[src/rtl/mem_port_arbiter.sv]
`default_nettype none
// ============================================================================
// Module   : mem_port_arbiter
// Purpose  : Shares one single-port memory between instruction fetch (IF,
//            read-only) and the data/stack stage (D, read/write). Each access
//            is a one-cycle rd/wr strobe followed by a strobe-low recovery
//            cycle, so the level-triggered memory sees a fresh event per
//            access. D has priority; a wait counter lets IF win after
//            MAX_WAIT consecutive losses.
// Revision : 1.0 - initial release
// ============================================================================
module mem_port_arbiter #(
  parameter int ADDR_W   = 5,
  parameter int DATA_W   = 16,
  parameter int MAX_WAIT = 3
) (
  input  logic              clk,
  input  logic              rst,
  // instruction fetch port
  input  logic              if_req_i,
  input  logic [ADDR_W-1:0] if_addr_i,
  output logic              if_ack_o,
  output logic [DATA_W-1:0] if_rdata_o,
  // data port
  input  logic              d_req_i,
  input  logic              d_we_i,
  input  logic [ADDR_W-1:0] d_addr_i,
  input  logic [DATA_W-1:0] d_wdata_i,
  output logic              d_ack_o,
  output logic [DATA_W-1:0] d_rdata_o,
  // memory side
  output logic [ADDR_W-1:0] mem_addr_o,
  output logic              mem_rd_o,
  output logic              mem_wr_o,
  output logic [DATA_W-1:0] mem_in_o,
  input  logic [DATA_W-1:0] mem_out_i,
  // status
  output logic              busy_o,
  output logic              gnt_d_o
);

  localparam int WAIT_W = (MAX_WAIT < 1) ? 1 : $clog2(MAX_WAIT + 1);
  localparam logic [WAIT_W-1:0] WAIT_MAX = WAIT_W'(MAX_WAIT);

  typedef enum logic [1:0] {
    S_IDLE    = 2'd0,
    S_ISSUE   = 2'd1,
    S_RECOVER = 2'd2
  } state_t;

  state_t              state_q;
  logic [WAIT_W-1:0]   wait_cnt_q;
  logic [ADDR_W-1:0]   mem_addr_q;
  logic                mem_rd_q;
  logic                mem_wr_q;
  logic [DATA_W-1:0]   mem_in_q;
  logic                if_ack_q;
  logic                d_ack_q;
  logic [DATA_W-1:0]   if_rdata_q;
  logic [DATA_W-1:0]   d_rdata_q;
  logic                busy_q;
  logic                gnt_d_q;

  logic                cand_if_d;
  logic                cand_d_d;
  logic                if_wins_d;
  logic                d_wins_d;

  // Arbitration: a port acked this cycle is not a candidate, so a request
  // re-asserted in the ack cycle is not issued twice. Acks are only high in
  // RECOVER, so in IDLE the masking has no effect.
  always_comb begin
    cand_if_d = if_req_i & ~if_ack_q;
    cand_d_d  = d_req_i  & ~d_ack_q;
    if_wins_d = cand_if_d & (~cand_d_d | (wait_cnt_q == WAIT_MAX));
    d_wins_d  = cand_d_d & ~if_wins_d;
  end

  // Access sequencer: IDLE -> ISSUE -> RECOVER -> (ISSUE | IDLE), all outputs registered.
  always_ff @(posedge clk) begin
    if (rst) begin
      state_q    <= S_IDLE;
      wait_cnt_q <= '0;
      mem_addr_q <= '0;
      mem_rd_q   <= 1'b0;
      mem_wr_q   <= 1'b0;
      mem_in_q   <= '0;
      if_ack_q   <= 1'b0;
      d_ack_q    <= 1'b0;
      if_rdata_q <= '0;
      d_rdata_q  <= '0;
      busy_q     <= 1'b0;
      gnt_d_q    <= 1'b0;
    end else begin
      case (state_q)
        S_IDLE, S_RECOVER: begin
          if_ack_q <= 1'b0;
          d_ack_q  <= 1'b0;
          mem_rd_q <= 1'b0;
          mem_wr_q <= 1'b0;
          if (d_wins_d) begin
            state_q    <= S_ISSUE;
            busy_q     <= 1'b1;
            gnt_d_q    <= 1'b1;
            mem_addr_q <= d_addr_i;
            mem_in_q   <= d_wdata_i;
            mem_wr_q   <= d_we_i;
            mem_rd_q   <= ~d_we_i;
            // IF lost an arbitration it took part in
            if (cand_if_d && (wait_cnt_q != WAIT_MAX)) begin
              wait_cnt_q <= wait_cnt_q + WAIT_W'(1);
            end
          end else if (if_wins_d) begin
            state_q    <= S_ISSUE;
            busy_q     <= 1'b1;
            gnt_d_q    <= 1'b0;
            mem_addr_q <= if_addr_i;
            mem_rd_q   <= 1'b1;
            wait_cnt_q <= '0;
          end else begin
            state_q <= S_IDLE;
            busy_q  <= 1'b0;
          end
        end
        S_ISSUE: begin
          // strobe ends; memory output is valid for the whole strobe cycle
          state_q  <= S_RECOVER;
          busy_q   <= 1'b1;
          mem_rd_q <= 1'b0;
          mem_wr_q <= 1'b0;
          if (gnt_d_q) begin
            d_ack_q <= 1'b1;
            if (!mem_wr_q) begin
              d_rdata_q <= mem_out_i;
            end
          end else begin
            if_ack_q   <= 1'b1;
            if_rdata_q <= mem_out_i;
          end
        end
        default: begin
          state_q  <= S_IDLE;
          busy_q   <= 1'b0;
          mem_rd_q <= 1'b0;
          mem_wr_q <= 1'b0;
          if_ack_q <= 1'b0;
          d_ack_q  <= 1'b0;
        end
      endcase
    end
  end

  assign if_ack_o   = if_ack_q;
  assign if_rdata_o = if_rdata_q;
  assign d_ack_o    = d_ack_q;
  assign d_rdata_o  = d_rdata_q;
  assign mem_addr_o = mem_addr_q;
  assign mem_rd_o   = mem_rd_q;
  assign mem_wr_o   = mem_wr_q;
  assign mem_in_o   = mem_in_q;
  assign busy_o     = busy_q;
  assign gnt_d_o    = gnt_d_q;

endmodule
`default_nettype wire

[config.mk]
export PLATFORM = sky130hd
export DESIGN_NAME = mem_port_arbiter
export DESIGN_NICKNAME = d
export VERILOG_FILES = /design/src/rtl/mem_port_arbiter.sv
export SDC_FILE = /design/constraint.sdc
export NUM_CORES = 1
export LEC_CHECK = 0
export ABC_AREA = 1
export CORE_MARGIN = 2
export CORE_UTILIZATION = 38
export CTS_BUF_LIST = sky130_fd_sc_hd__clkbuf_8
export DETAILED_ROUTE_END_ITERATION = 8
export PLACE_DENSITY = 0.77
export SYNTH_ARGS = -nofsm -noshare
export SYNTH_HDL_FRONTEND = slang
export SYNTH_SLANG_ARGS = --single-unit
[constraint.sdc]
create_clock -name clk -period 1.3 [get_ports clk]
set_input_delay 0.26 -clock clk [delete_from_list [all_inputs] [get_ports clk]]
set_output_delay 0.26 -clock clk [all_outputs]
set_load 0.03 [all_outputs]
==> metrics.cfg, run 1 <==
[placement]
gp_congestion = 0.816
dpl-instance-area_mm2 = 0.00355
dp_cells = 479
portBuffers = 105
place_hpwl_mm = 4.62

[sta]
fin_tns_setup_ps = 0
final-max-slew-violation-count = 0
rsz0062_at_grt = yes
slew_headroom_pct = 80.7
period_needed_ps = 1270
finalHoldViolCount = 0
max_freq_mhz = 788
tightest_slew_ps = 289
fin_skew_ps = 8.95
whs_ps = 457
finalCritPeriodShare_pct = 97.6
setup_viol = 0

[run]
maxCapViolCount = 0

[worst_setup_path]
ff2ff_setup_slack_ps = 30
r2r-start = wait_cnt_q[0]
cp_top_family = flip-flops
critPathArrivalTime_ps = 1490
crit_type = reg -> reg
cp_num_buf_inv = 2
r2r-end = mem_in_o[13]
slowest_delay_ps = 330
cp.required_ps = 1530
worst-path-max-fanout = 16
critPathLaunchType = flip-flop
cp-end-kind = flip-flop
worstPathCellList = ha_2, inv_2, o21ai_4, nor2_4, buf_12, o21ai_1, nor2_1
r2r_cells = 7
cp_slowest_cell = dfxtp_2

[route]
vias = 2377
vias_per_cell = 4.79
first_pass_iters = 4
drtAntennaViolNets = 0
drc = 0
drtIter0Drc = 55
wl_per_cell_um = 12.6
drt-total-wl_mm = 6.26

[synth]
netlist_area_mm2 = 0.00233
ys_seq_area_share_pct = 54.2
synth_cell_type_count = 24
ys_ff_latch = 63
yosysWarnings = 0
synth_top_area_share_pct = 54.2
synth_area_leaders = dfxtp_1, nor2_1, o21ai_0
synthesis.nets = 344
postSynthAreaPerCell_um2 = 7.87
synth_cells = 296
yosys.area.top_type = dfxtp_1

[run_status]
status = finished clean

[layout]
fillers = 527
drive_gt1_share_pct = 27.6
regArea_mm2 = 0.00127
finalNetCount = 464
final_cells = 496
area_delta_synth_final_pct = 62.9
antenna_cells = 0
stdcell_area_mm2 = 0.00379
multi_input_area_um2 = 958

[floorplan]
ios = 106
die_area_mm2 = 0.00677
die_h_um = 82.3
rows = 28
core_mm2 = 0.00592
initial_core_util_pct = 39.3
die_w_um = 82.3

[global_routing]
track_usage_pct = 18.7
antenna_found_initial = 0
top_usage_layer = met2
use_met1_pct = 21.4
met2_usage_pct = 32.5
use_met3_pct = 4.35
overflow = 0
grt_max_degree = 27
grt_pass1_vias = 2215
grt_pass1_wl_mm = 9.66

[min_path]
hp-start = gnt_d_o
whs_path_depth = 1
min_path_type = reg -> reg
hold_path_end = if_ack_o

[power]
power.density_mw_per_mm2 = 1260
p_total_uw = 4790
irDropWorstVdd_v = 0.000607
power.leakage_uw = 0.00155

[clocking]
cts_tree = built
clkTransAtPathRegs_ps = 70
hold_buffers = 0
numCtsBuffers = 9
h-tree-depth = 3
clockRootBuffer = clkbuf_8
clock_latency_ps = 330
clock-sinks = 63
clk_path_buf_depth = 2

## worst max-delay path by stage
stage / start / endpoint / slack [ps] / cells past startpoint
finish: wait_cnt_q[0] / mem_in_o[13] / 30 / 7
CTS: wait_cnt_q[0] / mem_in_o[11] / 0.1 / 7
floorplan: wait_cnt_q[0] / mem_in_o[10] / -3 / 7
global route: wait_cnt_q[1] / mem_in_o[15] / -30 / 7
detailed placement: if_req_i / mem_addr_o[0] / -340 / 7
global placement: if_req_i / mem_addr_o[0] / -290 / 7
## power breakdown
part / leakage (uW) / total (uW) / internal (uW) / switching, uW
clock network: 0.000108 / 1630 / 914 / 715
logic: 0.000922 / 1020 / 440 / 581
registers: 0.000519 / 2140 / 2060 / 79.5
## layout by cell type (no fill, tap or decap), drive strengths merged
cell type	n
nand3	24
clkbuf	19
nor2	76
bufinv	1
o21ai	40
clkdlybuf4s50	46
clkinv	3
clkdlybuf4s18	1
a211oi	1
nand2	36
clkdlybuf4s15	44
dfxtp	63
ha	1
a21oi	22
inv	21
nor3	1
buf	22
## repair_timing
item                                    in CTS  in global routing
endpoints found under the setup margin      57                 48
setup buffers                                0                  1
pin swaps                                    0                  2
resized for setup                          155                 42
## per-stage QoR
step	utilization (%)	setup slack [ps]
floorplan	-	-3.07
global placement	60.0	-292
detailed placement	60.0	-336
CTS	64.1	0.102
global route	64.1	-26.2
finish	64.1	30.8
## worst register-to-register path: cells and delay by family, from the launching register on
family | cells | cell delay, ps
AO/OA/AOI/OAI | 2 | 340
adder cells (fa/ha/maj) | 1 | 180
buffers and inverters | 2 | 200
flip-flops | 1 | 330
AND/OR/NAND/NOR | 2 | 120
## flip-flops by register name, summed over array words and instances, names as in the netlist
register and cells:
if_rdata_o 16, if_ack_o 1, mem_wr_o 1, mem_rd_o 1, d_ack_o 1, mem_addr_o 5
busy_o 1, gnt_d_o 1, wait_cnt_q 2, state_q 2, mem_in_o 16, d_rdata_o 16
## synthesized netlist by cell type
library cell / count
a211oi_1: 1
a21oi_1: 22
buf_1: 1
buf_2: 3
buf_6: 2
clkbuf_1: 7
clkinv_2: 1
dfxtp_1: 63
ha_1: 1
inv_1: 13
inv_2: 4
inv_4: 1
nand2_1: 35
nand2_4: 1
nand3_1: 24
nor2_1: 73
nor2_2: 1
nor2_4: 1
nor2_8: 1
nor3_1: 1
o21ai_0: 37
o21ai_1: 1
o21ai_2: 1
o21ai_4: 1
## per-layer routing
metal	vias up	part of all wire, %
met5	-	0
met4	0	1.9
met3	11	7.2
met2	87	49
met1	1077	42
li1	1202	-
## area by class of cell
| cell class | instances | area share, % |
|---|---|---|
| multi-input combinational | 201 | 25.3 |
| clock inverter | 6 | 1.39 |
| inverter | 19 | 2.01 |
| tap | 75 | 2.47 |
| timing repair buffer | 122 | 31.7 |
| sequential | 63 | 33.6 |
| clock buffer | 10 | 3.63 |
## cell families (layout without fill, tap and decap cells)
logic type | count (synthesis) | in the layout | share of synthesized area [%]
simple gates | 137 | 137 | 24.9
compound gates | 63 | 63 | 14.3
flops | 63 | 63 | 54.2
buf+inv | 32 | 157 | 6.13
fa+ha+maj | 1 | 1 | 0.537
No activity file was read; power rests on OpenSTA's default activity.
==> run 2, diff against run 1 <==
--- a/config.mk
+++ b/config.mk
@@ -5,9 +5,9 @@
 export SDC_FILE = /design/constraint.sdc
 export NUM_CORES = 1
 export LEC_CHECK = 0
-export ABC_AREA = 1
+export ABC_AREA = 0
 export CORE_MARGIN = 2
-export CORE_UTILIZATION = 38
+export CORE_UTILIZATION = 39
 export CTS_BUF_LIST = sky130_fd_sc_hd__clkbuf_8
 export DETAILED_ROUTE_END_ITERATION = 8
 export PLACE_DENSITY = 0.77
==> run 2 against run 1 <==
Net effect:
- the flow now finishes with violations (negative setup slack)
- non-clock buffer count is 16 higher
- highest routed layer unchanged
- worst hold slack worse by 230 ps
- power is 4.4% higher
- critical endpoint is now mem_addr_o[4]
- register-to-register slack worse by 130 ps
- combinational power hardly changed
- area after synthesis is 7.7% higher
- synthesized cell count is 1.7% lower
- sequential share of layout area is 2.8 points lower
- die area is 4.7% higher
- cell area is 9.2% higher
- first-iteration DRC count is 120% higher
- global-route usage is 0.29 points higher
==> metrics.cfg, run 2 <==
[floorplan]
ios = 106
initial_core_util_pct = 39.9
rows = 29
die_h_um = 84.2
die_area_mm2 = 0.00709
core_mm2 = 0.00628
die_w_um = 84.2

[route]
drtIter0Drc = 120
vias_per_cell = 5.20
wl_met2_mm = 3.53
vias = 2589
drt-total-wl_mm = 7.35
met3_length_um = 514
wl_per_cell_um = 14.8
drc = 0
wl_met1_mm = 3.14
drtAntennaViolNets = 0
first_pass_iters = 4
routed.top_layer = met4

[min_path]
hp-start = rst
whs_path_depth = 2
hold_path_end = busy_o
min_path_type = in -> reg

[synth]
synth_cell_type_count = 34
synth_cells = 291
yosys.area.top_type = dfxtp_1
synth_area_leaders = dfxtp_1, a21oi_1, nand2_1
ys_ff_latch = 63
async_reset_ff_share_pct = 0
netlist_area_mm2 = 0.00251
synthFlopType = dfxtp_1
ys_top_cells_by_count = nand2_1, dfxtp_1, a21oi_1, o21ai_0, nand3_1
synthMostInstantiatedCell = nand2_1
synthesis.nets = 339
yosysWarnings = 0
synth_top_area_share_pct = 50.3
ys_seq_area_share_pct = 50.3
postSynthAreaPerCell_um2 = 8.62
synth_edf_count = 0

[global_routing]
grt_max_degree = 29
overflow = 0
grt_pass1_vias = 2449
grt_pass1_wl_mm = 11.0
track_usage_pct = 19.0
antenna_found_initial = 0

[power]
irDropWorstVdd_v = 0.000749
p_total_uw = 5000
power.leakage_uw = 0.00157
power.density_mw_per_mm2 = 1210

[sta]
period_needed_ps = 1400
rsz0062_at_grt = yes
setup_viol = 12
worst_slack_ps = -100
fin_skew_ps = 9.69
finalHoldViolCount = 0
final-max-slew-violation-count = 0
slew_headroom_pct = 75.9
max_freq_mhz = 714
tightest_slew_ps = 361
finalCritPeriodShare_pct = 108
fin_tns_setup_ps = -697

[placement]
dp_cells = 472
gp_congestion = 0.753
dpl-instance-area_mm2 = 0.00369
portBuffers = 105
place_hpwl_mm = 4.76

[layout]
antenna_cells = 0
mostFrequentLayoutCell = nand2_1
final_cells = 498
stdcell_area_mm2 = 0.00414
fillers = 501
finalNetCount = 464
drive_gt1_share_pct = 35.4
area_delta_synth_final_pct = 65.1
final_cell_mix = nand2_1, dfxtp_1, a21oi_1
fin_util_pct = 66.0

[worst_setup_path]
worstPathCellList = ha_4, and3b_2, buf_4, o21ai_0, a221oi_1
cp_num_buf_inv = 1
cp.required_ps = 1530
critPathArrivalTime_ps = 1630
worst-path-max-fanout = 3
cp-end-kind = flip-flop
critPathLaunchType = flip-flop
slowest_delay_ps = 360
r2r_cells = 5
crit_type = reg -> reg
cp_slowest_cell = dfxtp_2
r2r-start = wait_cnt_q[1]
ff2ff_setup_slack_ps = -100
r2r-end = mem_addr_o[4]
cp_top_family = compound AO/OA/AOI/OAI gates

[clocking]
h-tree-depth = 3
cts_tree = built
clk_path_buf_depth = 2
clock-sinks = 63
hold_buffers = 0
clock_latency_ps = 330
clockRootBuffer = clkbuf_8
numCtsBuffers = 9
clkTransAtPathRegs_ps = 70

[run_status]
violations = negative setup slack
status = complete, but fails checks

[run]
maxCapViolCount = 0

## run 2: cell count changes after synthesis, sizes merged, moves of 3 or more
| cell | before | now |
|---|---|---|
| buf | 6 | 11 |
| nand2b | 0 | 3 |
| nor2 | 76 | 3 |
| nand3 | 24 | 16 |
| nand2 | 36 | 66 |
| inv | 18 | 5 |
| nor3b | 0 | 3 |
| o21ai | 40 | 24 |
| clkbuf | 7 | 14 |
| and3b | 0 | 6 |
| a221oi | 0 | 10 |
| a21oi | 22 | 52 |
## run 2: how the worst max path moves through the flow
| stage | startpoint | end | slack [ps] | depth (start not counted) |
|---|---|---|---|---|
| 3_3_place_gp | d_req_i | mem_in_o[1] | -400 | 4 |
| 2_1_floorplan | d_ack_o | mem_in_o[10] | -60 | 5 |
| 3_5_place_dp | d_req_i | wait_cnt_q[0] | -450 | 4 |
| 6_report | wait_cnt_q[1] | mem_addr_o[4] | -100 | 5 |
| 5_1_grt | wait_cnt_q[1] | mem_addr_o[4] | -180 | 5 |
| 4_1_cts | wait_cnt_q[1] | wait_cnt_q[0] | -100 | 4 |
## run 2: stage by stage
step	worst slack, ps	hold slack [ps]
3_3_place_gp	-398	441
3_5_place_dp	-453	447
6_report	-100	231
5_1_grt	-179	234
2_1_floorplan	-58.7	371
4_1_cts	-101	209
## run 2: cell type report
class                           instances  area [um2]  area share, %
Timing Repair Buffer                  138        1330           32.0
Sequential cell                        63        1270           30.8
Multi-Input combinational cell        199        1200           29.0
Clock buffer                           10         138           3.32
Tap cell                               77        96.3           2.33
Clock inverter                          6        85.1           2.06
Inverter                                5        18.8          0.453
## run 2: routing by layer
layer | up-vias | track usage [%]
met4 | 0 | 8.65
li1 | 1259 | -
met5 | - | 0
met3 | 17 | 4.42
met1 | 1205 | 24.3
met2 | 108 | 30.6
## run 2: where the power goes
group	internal (uW)	switching (uW)
logic	471	526
registers	2040	77.9
clock network	1120	761
## run 2: cells by family (layout without fill, tap and decap cells)
| kind of cell | Yosys count | count (layout) | synth area share [%] |
|---|---|---|---|
| AOI/OAI and AO/OA | 89 | 89 | 19.5 |
| DFF | 63 | 63 | 50.3 |
| and+or+nand+nor | 108 | 109 | 22.3 |
| buffers and inverters | 30 | 159 | 7.43 |
| adders and majority gates | 1 | 1 | 0.499 |
## run 2: repair_timing
action	CTS	global route
endpoints found under the setup margin	74	74
cloned	0	3
setup buffers	3	5
gates resized for setup	151	46
pin swaps	3	4
